**config.mk**
```make
export PLATFORM = sky130hd
export DESIGN_NAME = shift_unit_seq
export DESIGN_NICKNAME = d
export VERILOG_FILES = /design/src/rtl/shift_unit_seq.sv
export SDC_FILE = /design/constraint.sdc
export NUM_CORES = 1
export LEC_CHECK = 0
export CORE_MARGIN = 1
export CORE_UTILIZATION = 31
export CTS_CLUSTER_DIAMETER = 150
export DETAILED_ROUTE_END_ITERATION = 8
export PLACE_DENSITY = 0.58
export SLEW_MARGIN = 20
export SYNTH_ARGS = -nofsm -noshare
export SYNTH_HDL_FRONTEND = slang
export SYNTH_SLANG_ARGS = --single-unit
```
**constraint.sdc**
```tcl
create_clock -name CLK -period 1.58 [get_ports CLK]
set_input_delay 0.316 -clock CLK [delete_from_list [all_inputs] [get_ports CLK]]
set_output_delay 0.316 -clock CLK [all_outputs]
set_load 0.02 [all_outputs]
```
**src/rtl/shift_unit_seq.sv**
```systemverilog
// Multi-cycle shift/rotate unit: one bit position per clock, start/busy/done handshake.
// State table:  IDLE | waiting for Shift_Enable   RUN | stepping W until CNT reaches zero
module shift_unit_seq #(
  parameter int DATA_WIDTH  = 8,
  parameter int SHAMT_WIDTH = 4
) (
  input  logic                   CLK,
  input  logic                   RST,
  input  logic                   Shift_Enable,
  input  logic [2:0]             OP,
  input  logic [DATA_WIDTH-1:0]  A,
  input  logic [SHAMT_WIDTH-1:0] SHAMT,
  output logic [DATA_WIDTH-1:0]  Shift_OUT,
  output logic                   Shift_Flag,
  output logic                   Carry_Out,
  output logic                   Busy
);

  typedef enum logic {S_IDLE, S_RUN} state_t;

  localparam logic [2:0] OP_SLL = 3'b000;
  localparam logic [2:0] OP_SRL = 3'b001;
  localparam logic [2:0] OP_SRA = 3'b010;
  localparam logic [2:0] OP_ROL = 3'b011;
  localparam logic [2:0] OP_ROR = 3'b100;

  state_t                 r_state;
  state_t                 w_next_state;
  logic [DATA_WIDTH-1:0]  r_work;
  logic [SHAMT_WIDTH-1:0] r_cnt;
  logic [2:0]             r_op;
  logic                   r_carry;
  logic [DATA_WIDTH-1:0]  w_step_work;
  logic                   w_step_carry;
  logic                   w_cnt_zero;

  assign w_cnt_zero = (r_cnt == '0);

  // Single-position step of the latched operation; PASS codes leave W and carry alone.
  always_comb begin
    w_step_work  = r_work;
    w_step_carry = r_carry;
    case (r_op)
      OP_SLL: begin
        w_step_work  = {r_work[DATA_WIDTH-2:0], 1'b0};
        w_step_carry = r_work[DATA_WIDTH-1];
      end
      OP_SRL: begin
        w_step_work  = {1'b0, r_work[DATA_WIDTH-1:1]};
        w_step_carry = r_work[0];
      end
      OP_SRA: begin
        w_step_work  = {r_work[DATA_WIDTH-1], r_work[DATA_WIDTH-1:1]};
        w_step_carry = r_work[0];
      end
      OP_ROL: begin
        w_step_work  = {r_work[DATA_WIDTH-2:0], r_work[DATA_WIDTH-1]};
        w_step_carry = r_work[DATA_WIDTH-1];
      end
      OP_ROR: begin
        w_step_work  = {r_work[0], r_work[DATA_WIDTH-1:1]};
        w_step_carry = r_work[0];
      end
      default: ;
    endcase
  end

  always_comb begin
    w_next_state = r_state;
    case (r_state)
      S_IDLE:  if (Shift_Enable) w_next_state = S_RUN;
      S_RUN:   if (w_cnt_zero)   w_next_state = S_IDLE;
      default: w_next_state = S_IDLE;
    endcase
  end

  always_ff @(posedge CLK or negedge RST) begin
    if (!RST) r_state <= S_IDLE;
    else      r_state <= w_next_state;
  end

  always_ff @(posedge CLK or negedge RST) begin
    if (!RST) begin
      r_work     <= '0;
      r_cnt      <= '0;
      r_op       <= '0;
      r_carry    <= 1'b0;
      Shift_OUT  <= '0;
      Shift_Flag <= 1'b0;
      Carry_Out  <= 1'b0;
      Busy       <= 1'b0;
    end else begin
      Shift_Flag <= 1'b0;
      case (r_state)
        S_IDLE: begin
          if (Shift_Enable) begin
            r_work  <= A;
            r_cnt   <= SHAMT;
            r_op    <= OP;
            r_carry <= 1'b0;
            Busy    <= 1'b1;
          end
        end
        S_RUN: begin
          if (!w_cnt_zero) begin
            r_work  <= w_step_work;
            r_carry <= w_step_carry;
            r_cnt   <= r_cnt - SHAMT_WIDTH'(1);
          end else begin
            Shift_OUT  <= r_work;
            Carry_Out  <= r_carry;
            Shift_Flag <= 1'b1;
            Busy       <= 1'b0;
          end
        end
        default: ;
      endcase
    end
  end

endmodule

```
=== After elaboration in Yosys (flattened, before gate mapping) ===
Index checks and enable logic that the tools add are counted.

* Bits of input ports: 18
* Logic and storage cells: 53
* Flip-flop bits (word level): 28
* Output and inout bits: 11

* Equal/unequal tests: 11
* Bitwise logic cells: 1
* Add/sub/neg operators: 1
* Reduce and logical (&&, ||, !) cells: 11
* Multiplexer cells: 19

{| class="wikitable"
|+ Operators with widths
! operator !! count
|-
| 8-bit one-hot mux with 5 select lines || 1
|-
| 8-bit 2-to-1 mux || 2
|-
| 8-bit one-hot mux with 2 select lines || 1
|-
| 1-bit 2-to-1 mux || 8
|-
| 4-bit 2-to-1 mux || 2
|-
| 1-bit one-hot mux with 2 select lines || 4
|-
| 4-bit one-hot mux with 2 select lines || 1
|-
| 2-bit AND reduction || 4
|-
| 3-bit by 2-bit equality test with 1-bit output (second input constant) || 2
|-
| 2-bit != test (second input constant) || 3
|-
| 6-bit by 1-bit != test with 1-bit output (second input constant) || 1
|-
| 3-bit AND reduction || 2
|-
| 5-bit by 1-bit != test with 1-bit output (second input constant) || 1
|-
| 4-bit logical NOT || 1
|-
| 4-bit AND reduction || 1
|-
| 4-bit by 1-bit subtractor with 4-bit output (second input constant) || 1
|-
| 3-bit by 1-bit equality test with 1-bit output (second input constant) || 1
|-
| 3-bit equality test (second input constant) || 1
|-
| 3-bit logical NOT || 1
|-
| 3-bit != test (second input constant) || 1
|-
| 3-bit OR reduction || 1
|-
| 2-bit by 1-bit != test with 1-bit output (second input constant) || 1
|-
| 2-bit OR reduction || 1
|-
| 1-bit inverter || 1
|}

=== Logic depth before layout (Yosys ltp) ===
Gate-level depths: netlist of the first run.

* Depth in word-level cells: 5
* Gate-level depth with buffers: 7
* Depth with buffers taken out: 6

=== Least setup slack after synthesis of the first run ===
OpenSTA, ideal clock, no wires.

* Kind: register -> register
* Start: register r_cnt[0]
* End: register r_work[1]
* Setup slack: 6 ps
* Required time: 1452 ps
* Library setup time: 128 ps
* Cell stages (with the launch flop): 8
* Arrival time: 1446 ps
* Cells stage by stage: dfrtp_1 > inv_1 > ha_1 > and4bb_4 > nor3_4 > buf_6 > mux2i_1 > o21ai_0

* Longest elaborated chain between the ends: 3

{| class="wikitable"
|+ RTL lines
! item !! line !! source
|-
| start, declared || 30 || <nowiki>logic [SHAMT_WIDTH-1:0] r_cnt;</nowiki>
|-
| start signal, assigned || 108 || <nowiki>r_cnt <= r_cnt - SHAMT_WIDTH'(1);</nowiki>
|-
| 4-bit logical NOT || 37 || <nowiki>assign w_cnt_zero = (r_cnt == '0);</nowiki>
|-
| 2-bit != test (no source line) || -- ||
|-
| 3-bit AND reduction (no source line) || -- ||
|-
| end signal, assigned || 106 || <nowiki>r_work <= w_step_work;</nowiki>
|-
| end, declared || 29 || <nowiki>logic [DATA_WIDTH-1:0] r_work;</nowiki>
|}

No other way between the ends.
A chain may end at the register's enable or synchronous reset.

=== Final worst setup path of the first run ===
* Start: register r_cnt[0]
* End: register r_work[6]

The elaborated chain is that of the path after synthesis.

==> flow_summary.ini, run 1 <==
[yosys]
avgSynthCellArea_um2 = 11.2
synth_xor_area_share_pct = 1.78
ys_seq_area_share_pct = 47.3
synth.mux.area_fraction_pct = 20.6
synth_cells = 132
syn_nets = 152
synth.ff_latch_count = 28
synth_compound_area_share_pct = 12.0
netlist-cell-type-count = 36
synth-warning-count = 0
yosys.area_share.simple_pct = 12.1
yosys.area_share.adder_pct = 1.69
synth_top_family_by_area = multiplexers
synth.cell_area_um2 = 1480

[finish]
layout.cells.most_common_list = dfrtp_1 (28), clkdlybuf4s50_1 (18), mux2i_1 (17)
syn2layout_area_growth_pct = 37.7
multi_input_area_um2 = 726
nets = 196
fin_cells = 227
final_common_cell = dfrtp_1
regArea_um2 = 701
antenna_cells = 0
final_layout_size_suffix_gt1_share_pct = 24.0
n_fill_cell = 401

[detailed_routing]
vias = 1111
vias_per_cell = 4.89
detail-route-antenna-nets = 0
drt_iter0_drc = 85
wl_per_cell_um = 13.7
drc = 6
drt_pass1_iterations = 6
wl_mm = 3.10

[die]
die_h_um = 71.1
fp.dieW_um = 71.1
design.portCount = 29
core_area_um2 = 4470
dieArea_um2 = 5060
start_util_pct = 33.1
fp-row-count = 24

[clocking]
cts_hold_buffers = 0
htreeDepth = 1
cts_tree = built
cts_num_sinks = 28
cts_root_buf = clkbuf_8
clock_latency_ns = 0.27
numCtsBuffers = 3
path_clk_slew_ns = 0.10
clock_path_buffers = 2

[sta]
skew_ns = 0.00238
setup_viol = 5
max-slew-margin-rel_pct = 76.5
worst_slew_pin_slew_ns = 0.353
slew_viol_final = 0
fin_ws_ns = -0.0278
rsz0062_at_grt = yes
clock.fmax_mhz = 622
finalCriticalPeriod_ns = 1.61
min_period_over_period_pct = 102
hold_viol = 0

[power]
irDropWorstVdd_v = 0.00116
power.total_mw = 4.51
powerDensity_nw_per_um2 = 2210
p_leak_nw = 1.03

[setup_path]
cp.arrival_ns = 1.76
required_ns = 1.73
crit_cells = 7
endpoint_kind = flop
crit_path_top_delay_cell = dfrtp_1
crit_path_end = r_work[6]$_DFFE_PN0P_
cp_top_family = simple AND/OR/NAND/NOR gates
path_cells = inv_2 > ha_4 > and4bb_4 > nor3_4 > buf_12 > mux2i_1 > o21ai_0
reg2reg_slack_ns = -0.03
rr_endpoint = r_work[6]$_DFFE_PN0P_
crit_start = r_cnt[0]$_DFFE_PN0P_
r2r_cells = 7
worstSetupPathType = flop to flop
path_buf_inv = 2
cp_max_fo = 5
r2r_start = r_cnt[0]$_DFFE_PN0P_
worstSetupStartpointType = flop
slowest_delay_ns = 0.37

[placed_design]
place_ws_ns = -0.179
dp.cells = 221
io_buffers = 28
gp_congestion = 0.754
place_hpwl_mm = 2.36

[global_routing]
grt_pass1_wl_mm = 5.52
overflow = 0
antenna_found_initial = 0
grt_pass1_vias = 1169
grt_max_degree = 29
grt_use_total_pct = 14.0

[run_status]
violations = design-rule violations, negative setup slack
status = finished with violations

[worst_hold_path]
hold_path_class = primary input to asynchronous set/reset pin

[flow_run]
drv_cap = 0
-- registers in the layout, summed over array words and instances (netlist names) --
name and count:
r_cnt 4, r_op 3, Busy 1, Shift_OUT 8, Carry_Out 1, r_state 1
r_carry 1, Shift_Flag 1, r_work 8
-- routing by layer --
metal / wire (um) / share of wire [%] / global-route usage, % / up-vias
met5: 0 / 0 / 0 / -
met4: 14 / 0.45 / 2.00 / 0
met3: 148 / 4.8 / 3.99 / 2
met2: 1590 / 51 / 24.8 / 24
met1: 1350 / 43 / 17.5 / 534
li1: - / - / - / 551
-- synth_stat cells (all sizes together) --
cell type | instances | area, um^2
nor2 | 7 | 26.3
dfrtp | 28 | 701
clkbuf | 2 | 7.51
nor3b | 1 | 7.51
xor2 | 2 | 17.5
nand2b | 1 | 6.26
and3 | 1 | 6.26
inv | 5 | 18.8
o211a | 1 | 10.0
nand2 | 7 | 26.3
mux2 | 12 | 135
a211oi | 1 | 7.51
buf | 5 | 40.0
a2bb2oi | 1 | 8.76
xnor2 | 1 | 8.76
o21ai | 13 | 76.3
a211o | 1 | 8.76
a21oi | 6 | 33.8
nand3b | 1 | 7.51
nor3 | 2 | 21.3
nor2b | 8 | 50.1
and4bb | 1 | 16.3
o22ai | 2 | 18.8
nand3 | 1 | 5.00
o211ai | 1 | 7.51
a31oi | 1 | 6.26
mux2i | 17 | 170
or3 | 1 | 6.26
ha | 2 | 25.0
-- power by group --
part / internal [mW] / switching (mW) / leakage, nW
combinational: 1.39 / 1.18 / 0.652
clock: 0.339 / 0.223 / 0.0357
sequential: 1.06 / 0.318 / 0.345
total: 2.79 / 1.72 / 1.03
-- final cells by class --
class                      count  area share [%]
clock inverter                 1            1.47
tap                           52            3.19
clock buffer                   3            2.03
inverter                       5           0.921
multi-input combinational     92            35.6
sequential                    28            34.4
timing repair buffer          46            22.4
-- worst min path at each step --
stage | to | slack, ns | depth (start not counted)
4_1_cts | Shift_OUT[0]$_DFFE_PN0P_ | 0.41 | 2
3_3_place_gp | Shift_OUT[1]$_DFFE_PN0P_ | 0.49 | 1
2_1_floorplan | Busy$_DFFE_PN0P_ | 0.02 | 0
5_1_grt | Shift_OUT[0]$_DFFE_PN0P_ | 0.42 | 2
3_5_place_dp | Shift_OUT[6]$_DFFE_PN0P_ | 0.49 | 1
6_report | Shift_OUT[0]$_DFFE_PN0P_ | 0.41 | 2
-- cells by family after synthesis --
family,count (synthesis)
xor gates and xnor gates,3
buffers and inverters,12
and+or+nand+nor,31
adders and majority gates,2
DFF,28
AOI/OAI and AO/OA,27
muxes,29
-- what timing repair did --
| action | CTS | global route |
|---|---|---|
| setup endpoints to repair | 18 | 29 |
| buffers inserted | 1 | 1 |
| pin swaps | 1 | 1 |
| gates cloned | 1 | 0 |
| gates resized for setup | 7 | 13 |
| hold endpoints to repair | 0 | 0 |
-- metrics by stage --
| step | hold WS (ns) | instance area, um^2 | utilization (%) | setup TNS (ns) |
|---|---|---|---|---|
| final | 0.409 | 2040 | 45.6 | -0.0803 |
| after global routing | 0.420 | 2040 | 45.6 | -0.803 |
| after CTS | 0.414 | 2030 | 45.3 | -0.00229 |
| after detailed placement | 0.495 | 1910 | 42.7 | -1.66 |
| after global placement | 0.490 | 1910 | 42.7 | -1.18 |
| after floorplan | 0.0204 | 1480 | - | 0 |
No activity file was read; power rests on OpenSTA's default activity.
==> run 2: changes to the inputs <==
--- a/config.mk
+++ b/config.mk
@@ -6,10 +6,10 @@
 export NUM_CORES = 1
 export LEC_CHECK = 0
 export CORE_MARGIN = 1
-export CORE_UTILIZATION = 31
+export CORE_UTILIZATION = 45
 export CTS_CLUSTER_DIAMETER = 150
 export DETAILED_ROUTE_END_ITERATION = 8
-export PLACE_DENSITY = 0.58
+export PLACE_DENSITY = 0.78
 export SLEW_MARGIN = 20
 export SYNTH_ARGS = -nofsm -noshare
 export SYNTH_HDL_FRONTEND = slang
==> run 2 against run 1 <==
The run ends with negative setup slack left. Setup slack better by 0.0063 ns. Count of clock-buffer cells in the layout stayed put. Non-clock buffer count is 1 higher.
==> flow_summary.ini, run 2 (synthesis gave the netlist of run 1 again) <==
[worst_hold_path]
hold_path_class = primary input to asynchronous set/reset pin

[setup_path]
cp.arrival_ns = 1.84
endpoint_kind = flop
worstSetupStartpointType = flop
cp_max_fo = 6
required_ns = 1.82
worstSetupPathType = flop to flop

[clocking]
cts_tree = built
cts_root_buf = clkbuf_4
htreeDepth = 1
path_clk_slew_ns = 0.15
clock_path_buffers = 2
clock_latency_ns = 0.33
cts_num_sinks = 28
numCtsBuffers = 3
cts_hold_buffers = 0

[sta]
max-slew-margin-rel_pct = 76.5
fin_ws_ns = -0.0215
finalCriticalPeriod_ns = 1.60
min_period_over_period_pct = 101
worst_slew_pin_slew_ns = 0.353
setup_viol = 3
rsz0062_at_grt = yes
hold_viol = 0
slew_viol_final = 0
clock.fmax_mhz = 624
whs_ns = 0.336
skew_ns = 0.00193

[detailed_routing]
wl_per_cell_um = 14.0
drc = 0
detail-route-antenna-nets = 0
vias = 1114
drt_pass1_iterations = 4
wl_mm = 3.08
vias_per_cell = 5.06
drt_iter0_drc = 23

[placed_design]
dp.cells = 213
io_buffers = 28
place_hpwl_mm = 2.30
gp_congestion = 0.777
dpl_cell_area_um2 = 1890

[finish]
syn2layout_area_growth_pct = 33.7
top_regs = Shift_OUT x8, r_work x8, r_cnt x4
layout.cells.most_common_list = dfrtp_1 (27), mux2i_1 (17), clkdlybuf4s50_1 (17), buf_4 (17), mux2_2 (12)
final_area_um2 = 1980
fin_cells = 220
nets = 197
antenna_cells = 0
final_common_cell = dfrtp_1
final_layout_size_suffix_gt1_share_pct = 26.1

[die]
fp-row-count = 20
start_util_pct = 48.1
design.portCount = 29
dieArea_um2 = 3520
die_h_um = 59.4
core_area_um2 = 3080
fp.dieW_um = 59.4

[global_routing]
antenna_found_initial = 0
grt_pass1_vias = 1111
busiest_layer = met2
gr-usage-met3_pct = 3.06
grt_pass1_wl_mm = 4.90
grt_use_total_pct = 18.8
overflow = 0
use_met1_pct = 22.4
grt_max_degree = 29
use_met2_pct = 33.1

[run_status]
violations = negative setup slack
status = finished with violations

[power]
irDropWorstVdd_v = 0.000953
power.total_mw = 4.34
p_leak_nw = 0.937
powerDensity_nw_per_um2 = 2190

[flow_run]
drv_cap = 0
run 2: layout make-up:
type | instances | area, um^2
clock inverter | 1 | 30.0
inverter | 5 | 18.8
tap | 44 | 55.1
multi-input combinational | 92 | 731
sequential | 28 | 702
timing repair buffer | 47 | 420
fill | 263 | 1100
clock buffer | 3 | 22.5
run 2: worst paths after layout:
| kind | slack (ns) | end | cells after the start | from |
|---|---|---|---|---|
| setup reg to reg | -0.02 | r_work[5]$_DFFE_PN0P_ | 7 | r_cnt[0]$_DFFE_PN0P_ |
| hold / removal | 0.34 | Shift_OUT[0]$_DFFE_PN0P_ | 2 | RST |
| setup / recovery | -0.02 | r_work[5]$_DFFE_PN0P_ | 7 | r_cnt[0]$_DFFE_PN0P_ |
| min in group CLK | 0.52 | Shift_OUT[7]$_DFFE_PN0P_ | 1 | Shift_OUT[7]$_DFFE_PN0P_ |
| hold reg to reg | 0.52 | Shift_OUT[7]$_DFFE_PN0P_ | 1 | Shift_OUT[7]$_DFFE_PN0P_ |
| max in group asynchronous | 0.96 | r_state$_DFF_PN0_ | 2 | RST |
run 2: timing repair:
action                     4_1_cts  5_1_grt
resized for setup               17        8
pin swaps                        1        2
gates cloned                     0        0
setup endpoints to repair       28       13
setup buffers                    1        2
run 2: worst max-delay path, stage by stage, from the launching register on:
cell	delay [ns]
dfrtp_1	0.41
inv_2	0.07
ha_4	0.15
and4bb_4	0.22
nor3_4	0.21
buf_6	0.17
mux2i_1	0.19
o21ai_1	0.09
run 2: per-stage QoR:
| step | TNS, ns | util, % | worst slack, ns |
|---|---|---|---|
| after global routing | -0.302 | 64.3 | -0.0694 |
| after global placement | -0.618 | 61.3 | -0.0814 |
| after detailed placement | -1.05 | 61.3 | -0.141 |
| final | -0.0459 | 64.3 | -0.0215 |
| after CTS | 0 | 63.4 | 0.000805 |
| after floorplan | 0 | - | 0.00611 |
run 2: per-layer routing:
layer	wire, um	share of wire [%]
met1	1360	44
met2	1560	51
met3	112	3.6
met4	49	1.6
met5	0	0
run 2: power by group:
group / internal (mW) / total (mW) / switching, mW
registers: 1.06 / 1.39 / 0.330
logic: 1.29 / 2.48 / 1.19
clock network: 0.257 / 0.469 / 0.212
